$ cat config.mk
export PLATFORM = sky130hd
export DESIGN_NAME = smm1_sequencer
export DESIGN_NICKNAME = d
export VERILOG_FILES = /design/src/rtl/smm_pkg.sv /design/src/rtl/smm1_sequencer_ctrl.sv /design/src/rtl/smm1_sequencer.sv
export SDC_FILE = /design/constraint.sdc
export NUM_CORES = 2
export LEC_CHECK = 0
export CORE_AREA = 2 2 631 633
export CTS_CLUSTER_SIZE = 12
export DETAILED_ROUTE_END_ITERATION = 10
export DIE_AREA = 0 0 633 635
export GPL_TIMING_DRIVEN = 0
export PLACE_DENSITY = 0.4
export SKIP_CTS_REPAIR_TIMING = 1
export SLEW_MARGIN = 5
export SYNTH_ARGS = -nofsm -noshare
export SYNTH_HDL_FRONTEND = slang
export SYNTH_SLANG_ARGS = --single-unit
$ cat constraint.sdc
create_clock -name clk -period 72.2 [get_ports clk]
set_input_delay 14.44 -clock clk [delete_from_list [all_inputs] [get_ports clk]]
set_output_delay 14.44 -clock clk [all_outputs]
set_load 0.01 [all_outputs]
$ cat src/rtl/smm_pkg.sv
// Shared definitions for the single-matrix sequencer: state encoding, matrix
// geometry and default element width.
package smm_pkg;

  localparam int ELEMS         = 16;
  localparam int IDX_W         = 4;
  localparam int DEF_DATAWIDTH = 32;

  typedef enum logic [2:0] {
    ST_LOAD_A = 3'd0,
    ST_LOAD_B = 3'd1,
    ST_FIRE   = 3'd2,
    ST_WAIT   = 3'd3,
    ST_DRAIN  = 3'd4
  } state_t;

  function automatic logic is_last_idx(input logic [IDX_W-1:0] idx);
    return idx == IDX_W'(ELEMS - 1);
  endfunction

endpackage

$ cat src/rtl/smm1_sequencer_ctrl.sv
// Sequencer FSM and counters: input element count, latency counter, output
// index and the captured mode bit. Handshake flags are registered from next state.
module smm1_sequencer_ctrl
  import smm_pkg::*;
#(
  parameter int LATENCY = 12
) (
  input  logic             clk,
  input  logic             rst,
  input  logic             in_valid,
  input  logic             sel_in,
  input  logic             out_ready,
  output logic             in_ready,
  output logic             busy,
  output logic             smm_load,
  output logic             smm_sel,
  output logic             out_valid,
  output logic             out_last,
  output logic             wr_a,
  output logic             wr_b,
  output logic [IDX_W-1:0] wr_idx,
  output logic [IDX_W-1:0] out_idx,
  output logic             capture
);

  localparam logic [7:0] WAIT_LAST = 8'(LATENCY - 1);

  state_t           state_reg, state_next;
  logic [IDX_W-1:0] in_cnt_reg, in_cnt_next;
  logic [IDX_W-1:0] out_idx_reg, out_idx_next;
  logic [7:0]       wait_cnt_reg, wait_cnt_next;
  logic             sel_reg, sel_next;
  logic             in_ready_reg, busy_reg, load_reg, out_valid_reg, out_last_reg;

  always_comb begin
    state_next    = state_reg;
    in_cnt_next   = in_cnt_reg;
    out_idx_next  = out_idx_reg;
    wait_cnt_next = wait_cnt_reg;
    sel_next      = sel_reg;
    case (state_reg)
      ST_LOAD_A: begin
        if (in_valid) begin
          if (in_cnt_reg == '0) sel_next = sel_in;
          in_cnt_next = in_cnt_reg + 1'b1;
          if (is_last_idx(in_cnt_reg)) state_next = ST_LOAD_B;
        end
      end
      ST_LOAD_B: begin
        if (in_valid) begin
          in_cnt_next = in_cnt_reg + 1'b1;
          if (is_last_idx(in_cnt_reg)) state_next = ST_FIRE;
        end
      end
      ST_FIRE: begin
        wait_cnt_next = '0;
        state_next    = ST_WAIT;
      end
      ST_WAIT: begin
        if (wait_cnt_reg == WAIT_LAST) state_next = ST_DRAIN;
        else wait_cnt_next = wait_cnt_reg + 1'b1;
      end
      ST_DRAIN: begin
        if (out_ready) begin
          out_idx_next = out_idx_reg + 1'b1;
          if (is_last_idx(out_idx_reg)) begin
            state_next  = ST_LOAD_A;
            in_cnt_next = '0;
          end
        end
      end
      default: state_next = ST_LOAD_A;
    endcase
  end

  // Flags are decoded from the next state so they line up with state_reg.
  always_ff @(posedge clk or posedge rst) begin
    if (rst) begin
      state_reg     <= ST_LOAD_A;
      in_cnt_reg    <= '0;
      out_idx_reg   <= '0;
      wait_cnt_reg  <= '0;
      sel_reg       <= 1'b0;
      in_ready_reg  <= 1'b1;
      busy_reg      <= 1'b0;
      load_reg      <= 1'b0;
      out_valid_reg <= 1'b0;
      out_last_reg  <= 1'b0;
    end else begin
      state_reg     <= state_next;
      in_cnt_reg    <= in_cnt_next;
      out_idx_reg   <= out_idx_next;
      wait_cnt_reg  <= wait_cnt_next;
      sel_reg       <= sel_next;
      in_ready_reg  <= (state_next == ST_LOAD_A) || (state_next == ST_LOAD_B);
      busy_reg      <= !((state_next == ST_LOAD_A) && (in_cnt_next == '0));
      load_reg      <= (state_next == ST_FIRE);
      out_valid_reg <= (state_next == ST_DRAIN);
      out_last_reg  <= (state_next == ST_DRAIN) && is_last_idx(out_idx_next);
    end
  end

  assign in_ready  = in_ready_reg;
  assign busy      = busy_reg;
  assign smm_load  = load_reg;
  assign smm_sel   = sel_reg;
  assign out_valid = out_valid_reg;
  assign out_last  = out_last_reg;
  assign wr_a      = in_valid && (state_reg == ST_LOAD_A);
  assign wr_b      = in_valid && (state_reg == ST_LOAD_B);
  assign wr_idx    = in_cnt_reg;
  assign out_idx   = out_idx_reg;
  assign capture   = (state_reg == ST_WAIT) && (wait_cnt_reg == WAIT_LAST);

endmodule

$ cat src/rtl/smm1_sequencer.sv
// Streams two row-major 4x4 matrices into packed buses, pulses the multiplier
// and streams the captured product back out element by element.
module smm1_sequencer
  import smm_pkg::*;
#(
  parameter int DATAWIDTH = DEF_DATAWIDTH,
  parameter int BUSWIDTH  = DATAWIDTH * 16,
  parameter int LATENCY   = 12
) (
  input  logic                 clk,
  input  logic                 rst,
  input  logic                 in_valid,
  output logic                 in_ready,
  input  logic [DATAWIDTH-1:0] in_data,
  input  logic                 sel_in,
  output logic [BUSWIDTH-1:0]  smm_a,
  output logic [BUSWIDTH-1:0]  smm_b,
  output logic                 smm_load,
  output logic                 smm_sel,
  input  logic [BUSWIDTH-1:0]  smm_c,
  output logic                 out_valid,
  input  logic                 out_ready,
  output logic [DATAWIDTH-1:0] out_data,
  output logic                 out_last,
  output logic                 busy
);

  logic [DATAWIDTH-1:0] a_reg   [ELEMS];
  logic [DATAWIDTH-1:0] b_reg   [ELEMS];
  logic [DATAWIDTH-1:0] res_reg [ELEMS];
  logic                 wr_a, wr_b, capture;
  logic [IDX_W-1:0]     wr_idx, out_idx;

  smm1_sequencer_ctrl #(
    .LATENCY (LATENCY)
  ) u_ctrl (
    .clk       (clk),
    .rst       (rst),
    .in_valid  (in_valid),
    .sel_in    (sel_in),
    .out_ready (out_ready),
    .in_ready  (in_ready),
    .busy      (busy),
    .smm_load  (smm_load),
    .smm_sel   (smm_sel),
    .out_valid (out_valid),
    .out_last  (out_last),
    .wr_a      (wr_a),
    .wr_b      (wr_b),
    .wr_idx    (wr_idx),
    .out_idx   (out_idx),
    .capture   (capture)
  );

  // Operand and result storage; operands only change on accepted beats, so the
  // buses stay frozen from the load pulse until the product is captured.
  always_ff @(posedge clk or posedge rst) begin
    if (rst) begin
      for (int i = 0; i < ELEMS; i++) begin
        a_reg[i]   <= '0;
        b_reg[i]   <= '0;
        res_reg[i] <= '0;
      end
    end else begin
      if (wr_a) a_reg[wr_idx] <= in_data;
      if (wr_b) b_reg[wr_idx] <= in_data;
      if (capture) begin
        for (int i = 0; i < ELEMS; i++) begin
          res_reg[i] <= smm_c[i*DATAWIDTH +: DATAWIDTH];
        end
      end
    end
  end

  generate
    for (genvar gi = 0; gi < ELEMS; gi++) begin : g_pack
      assign smm_a[gi*DATAWIDTH +: DATAWIDTH] = a_reg[gi];
      assign smm_b[gi*DATAWIDTH +: DATAWIDTH] = b_reg[gi];
    end
    if (BUSWIDTH > ELEMS * DATAWIDTH) begin : g_pad
      assign smm_a[BUSWIDTH-1:ELEMS*DATAWIDTH] = '0;
      assign smm_b[BUSWIDTH-1:ELEMS*DATAWIDTH] = '0;
    end
  endgenerate

  assign out_data = res_reg[out_idx];

endmodule

Word level (Yosys, flattened, before mapping)
Index checks and enable logic that the tools add are counted.
{"block": "classes", "n_reduce_logical": 16, "eq_ne": 12, "n_bitwise": 2, "mux": 23, "order_cmp": 3, "addsub": 3}
{"op": "$bwmux W512", "n": 2}
{"op": "$bmux W32 S4", "n": 1}
{"op": "$demux W32 S4", "n": 1}
{"op": "$mux W32", "n": 3}
{"op": "$mux W3", "n": 7}
{"op": "$mux W4", "n": 5}
{"op": "$pmux W8 S2", "n": 1}
{"op": "$pmux W3 S5", "n": 1}
{"op": "$eq A4 B4 Y1 const B", "n": 3}
{"op": "$ge A5 B5 Y1 const B", "n": 2}
{"op": "$not A4 Y5", "n": 2}
{"op": "$eq A3 B2 Y1 const B", "n": 3}
{"op": "$add A4 B1 Y4 const B", "n": 2}
{"op": "$add A8 B1 Y8 const B", "n": 1}
{"op": "$eq A8 B4 Y1 const B", "n": 1}
{"op": "$logic_not A4 Y1", "n": 2}
{"op": "$mux W8", "n": 1}
{"op": "$pmux W4 S2", "n": 1}
{"op": "$eq A3 B1 Y1 const B", "n": 2}
{"op": "$eq A3 B3 Y1 const B", "n": 2}
{"op": "$logic_and A1 B1 Y1", "n": 6}
{"op": "$logic_not A3 Y1", "n": 2}
{"op": "$lt A5 B1 Y1 const B", "n": 1}
{"op": "$reduce_and A3 Y1", "n": 1}
{"op": "6 further kinds", "n": 6}
{"block": "word_totals", "regBits": 1561, "inputBits": 549}

Depth between registers and ports, before layout
{"block": "depth", "depth_word": 7, "depth_mapped": 8, "depth_no_buf": 7}

Modules after synthesis
A second synthesis with hierarchy kept.
{"block": "hier_totals", "cells_unflattened": 3779, "area_unflattened_um2": 62217.2}
{"module": "smm1_sequencer", "n_inst": 1, "area_each_um2": 60893.4, "seq_area_each_um2": 38436.9, "cells_each": 3646}
{"module": "smm1_sequencer_ctrl", "n_inst": 1, "area_each_um2": 1323.8, "seq_area_each_um2": 626.9, "cells_each": 133}

Worst setup path before layout
Ideal clock, no wire load.
{"block": "synth_path", "kind": "reg-to-output", "from": "register u_ctrl.out_idx_reg[0] (netlist: u_ctrl.out_idx[0])", "to": "output port out_data[25]", "path_stages_with_launch": 6, "slack_ns": 55.559, "n_path_buf": 3, "t_arrival_ns": 2.201, "required_time_ns": 57.760, "cell_sequence": "dfrtp_1 -> clkbuf_1 -> buf_2 -> buf_1 -> mux4_2 -> mux4_2"}
{"block": "synth_between", "elab_chain_len": 4}
{"item": "start, declared", "line_no": "smm1_sequencer_ctrl.sv:30", "source": "logic [IDX_W-1:0] out_idx_reg, out_idx_next;"}
{"item": "start signal, assigned", "line_no": "smm1_sequencer_ctrl.sv:92", "source": "out_idx_reg <= out_idx_next;"}
{"item": "$not A4 Y5 (implied by the code)", "line_no": "smm1_sequencer.sv:86", "source": "assign out_data = res_reg[out_idx];"}
{"item": "$bmux W32 S4", "line_no": "smm1_sequencer.sv:86"}
{"item": "$mux W32 (implied by the code) (2 in series)", "line_no": "smm1_sequencer.sv:86"}
{"item": "end, declared", "line_no": "smm1_sequencer.sv:23", "source": "output logic [DATAWIDTH-1:0] out_data,"}
Every way passes these cells. The select of a mux whose other input is x is not followed.

Worst setup path in the final report
{"block": "layout_path", "from": "register u_ctrl.out_idx_reg[1] (netlist: u_ctrl.out_idx[1])", "to": "output port out_data[29]"}
Same word-level chain as after synthesis.

==> summary.md <==
| Metric | Value |
|---|---|
| Outcome | `complete, no violations` |
| Via count | `40800` |
| Synth Net Count | `4264` |
| Final ANT Viol Nets | `0` |
| Period Utilization, post-route | `26.8%` |
| Clk buf depth | `4` |
| # DRC | `0` |
| Worst Tran Pin Value | `1.28 ns` |
| Fillers | `41400` |
| Port bufs | `1610` |
| Clock transition at the registers of the reported paths | `0.05 ns` |
| Multi-input gate area | `23500 um^2` |
| Nets@finish | `6092` |
| Syn Area/Cell | `17.3 um^2` |
| Die W | `633 um` |
| Setup_tns | `0 ns` |
| Leakage | `0.0421 uW` |
| Worst Skew | `0.0391 ns` |
| TritonCTS Buffers | `197` |
| Core area | `395000 um^2` |
| Maxcap violations | `0` |
| Row cnt | `231` |
| Final Hold Viols | `0` |
| Final HPWL DP | `265000 um` |
| Vias per inst | `3.72` |
| Synth-to-Final Area Change | `46.4%` |
| Worst rel slew slack | `14.8%` |
| Worst setup EP type | `output pin` |
| Critical path fanouts, max | `10` |
| Die Span Y | `635 um` |
| Pwr/cell area | `30.8 nW/um^2` |
| CTS root buf | `clkbuf_16` |
| Pre-CTS setup slack | `53.44 ns` |
| Register Area | `39100 um^2` |
| Drt total wl | `333000 um` |
| Max frequency | `0.0517 GHz` |
| GRT overflow | `0` |
| Synthesized instance count | `3709` |
| Crit path time final | `19.35 ns` |
| Yosys reg bits | `1561` |
| GPL Wtd Cong | `0.792` |
| Antenna violations before repair | `152` |
| Max H-tree Level | `4` |
| Ratio of cells with drive above 1 in the final layout | `37.5%` |
| Slew Viols, Final | `0` |
| Top Ports | `1611` |
| Unique masters post-synth | `37` |
| Startpoint types | `flop` |
| Vias in the first global route | `43800` |
| Seq/Total Area, Yosys | `61.0%` |
| Mapped Area | `64100 um^2` |
| Worst skew pair latency | `0.87 ns` |
| Setup CP Type | `reg2out` |
| Die area | `402000 um^2` |
| First-pass GRT wire length | `436000 um` |
| RSZ-0062 raised after global routing | `no` |
| Routed WL per cell | `30.4 um` |
| Total Routing Usage GR | `16.2%` |
| DRT iter0 DRCs | `1987` |
| Final worst slack | `52.85 ns` |
| Worst hold path class | `reg2reg` |
| DR pass1 iterations | `5` |
| Largest net degree at the start of global routing | `120` |
| CTS Sinks | `1561` |
| Initial Util | `16.2%` |
| Arrival @ worst endpoint | `4.91 ns` |
| Synth Warn # | `0` |
| CTS tree | `done` |
| Worst IR drop on VDD | `18.5 uV` |
| Final Setup Violations | `0` |
| Worst path required time | `57.76 ns` |
synth_stat cells:
| cell | number | share of area [%] |
|---|---|---|
| or4b_4 | 1 | 0.021 |
| mux4_2 | 160 | 5.6 |
| o21ai_0 | 14 | 0.11 |
| xor2_1 | 1 | 0.014 |
| nor2_1 | 19 | 0.11 |
| nand3_1 | 7 | 0.055 |
| nand2b_1 | 3 | 0.029 |
| dfrtp_1 | 1560 | 61 |
| a22o_1 | 3 | 0.041 |
| mux2_2 | 1079 | 19 |
| buf_2 | 14 | 0.11 |
| mux2_4 | 459 | 11 |
| dfstp_2 | 1 | 0.041 |
| clkbuf_1 | 136 | 0.80 |
| mux2i_1 | 5 | 0.078 |
| nor3_1 | 6 | 0.047 |
| o211ai_1 | 1 | 0.012 |
| or2_2 | 2 | 0.020 |
| buf_1 | 98 | 0.57 |
| nand4_1 | 5 | 0.049 |
| ha_1 | 6 | 0.12 |
| and4_1 | 1 | 0.014 |
| a311oi_1 | 1 | 0.014 |
| and3_1 | 1 | 0.0098 |
| o311a_1 | 1 | 0.016 |
| nand2_1 | 49 | 0.29 |
| or4_1 | 1 | 0.012 |
| a22oi_1 | 1 | 0.012 |
| nand3b_1 | 5 | 0.059 |
| or3b_2 | 1 | 0.014 |
| a21oi_1 | 6 | 0.047 |
| o2bb2ai_1 | 1 | 0.014 |
| nor3_4 | 1 | 0.025 |
| buf_6 | 51 | 0.90 |
| inv_1 | 5 | 0.029 |
| nor2b_1 | 1 | 0.0098 |
| xnor2_1 | 3 | 0.041 |
through the flow:
stage               cells  total power [uW]  cell area (um^2)  utilization, %  hold WS, ns
finish              11000              2890             93800            23.7        0.499
global route        10900              3020             93700            23.7        0.509
CTS                 10900              2960             93700            23.7        0.504
detailed placement  10600              1940             87300            22.1        0.489
global placement    10600              1940             86700            22.0        0.483
floorplan            3709              1410             64100               -        0.475
area by class of cell:
class                           instances  share of cell area (%)
Clock buffer                          288                    6.07
Sequential cell                      1561                    41.7
Tap cell                             5242                    6.99
Buffer                                299                    1.68
Antenna cell                           40                   0.107
Timing Repair Buffer                 1629                    17.7
Clock inverter                         56                   0.711
Inverter                                5                  0.0280
Multi-Input combinational cell       1844                    25.0
power breakdown:
| part | internal (uW) | switching, uW |
|---|---|---|
| clock network | 578 | 417 |
| registers | 989 | 63.2 |
| logic | 423 | 421 |
| total | 1990 | 901 |
critical path, cell delays in order (launching register included):
cell and delay, ns:
dfrtp_1 0.47, clkbuf_1 0.27, clkbuf_2 0.64, clkbuf_1 0.90, mux4_2 0.57, mux4_2 0.52
clkdlybuf4s50_1 0.63
metal layers:
layer	global-route usage (%)	wire (um)	vias up
met4	4.02	9810	144
met2	32.1	187000	1408
met1	16.3	114000	21600
li1	-	-	17100
met3	4.47	22100	533
met5	0	931	-
cells by family after synthesis:
logic type | Yosys count | share of synthesized area (%)
xor gates and xnor gates | 4 | 0.0547
buffers and inverters | 304 | 2.41
and+or+nand+nor | 103 | 0.762
DFF | 1561 | 61.0
AOI/OAI and AO/OA | 28 | 0.264
muxes | 1703 | 35.4
adders and majority gates | 6 | 0.117
final timing paths:
check,from,end,slack [ns],cells past startpoint
worst max-delay path,u_ctrl.out_idx[1],out_data[29],52.85,6
worst min-delay path,smm_b[257],smm_b[257],0.50,1
worst max register to register,u_ctrl.wr_idx[0],smm_b[497],68.64,7
worst min register to register,smm_b[257],smm_b[257],0.50,1
max in group asynchronous,rst,smm_b[388],54.51,8
min in group asynchronous,rst,smm_a[59],14.03,2
cells in the final DEF, fill, tap and decap left out, drive strengths merged, types with 9 or more instances in the layout:
cell           instances
clkdlybuf4s50       1609
dfrtp               1560
mux2                1538
clkbuf               424
buf                  183
mux4                 160
nand2                 49
diode                 40
clkinv                34
nor2                  19
o21ai                 14
bufinv                 9
clkinvlp               9
inv                    9
Power figures use the tool's default switching activity.
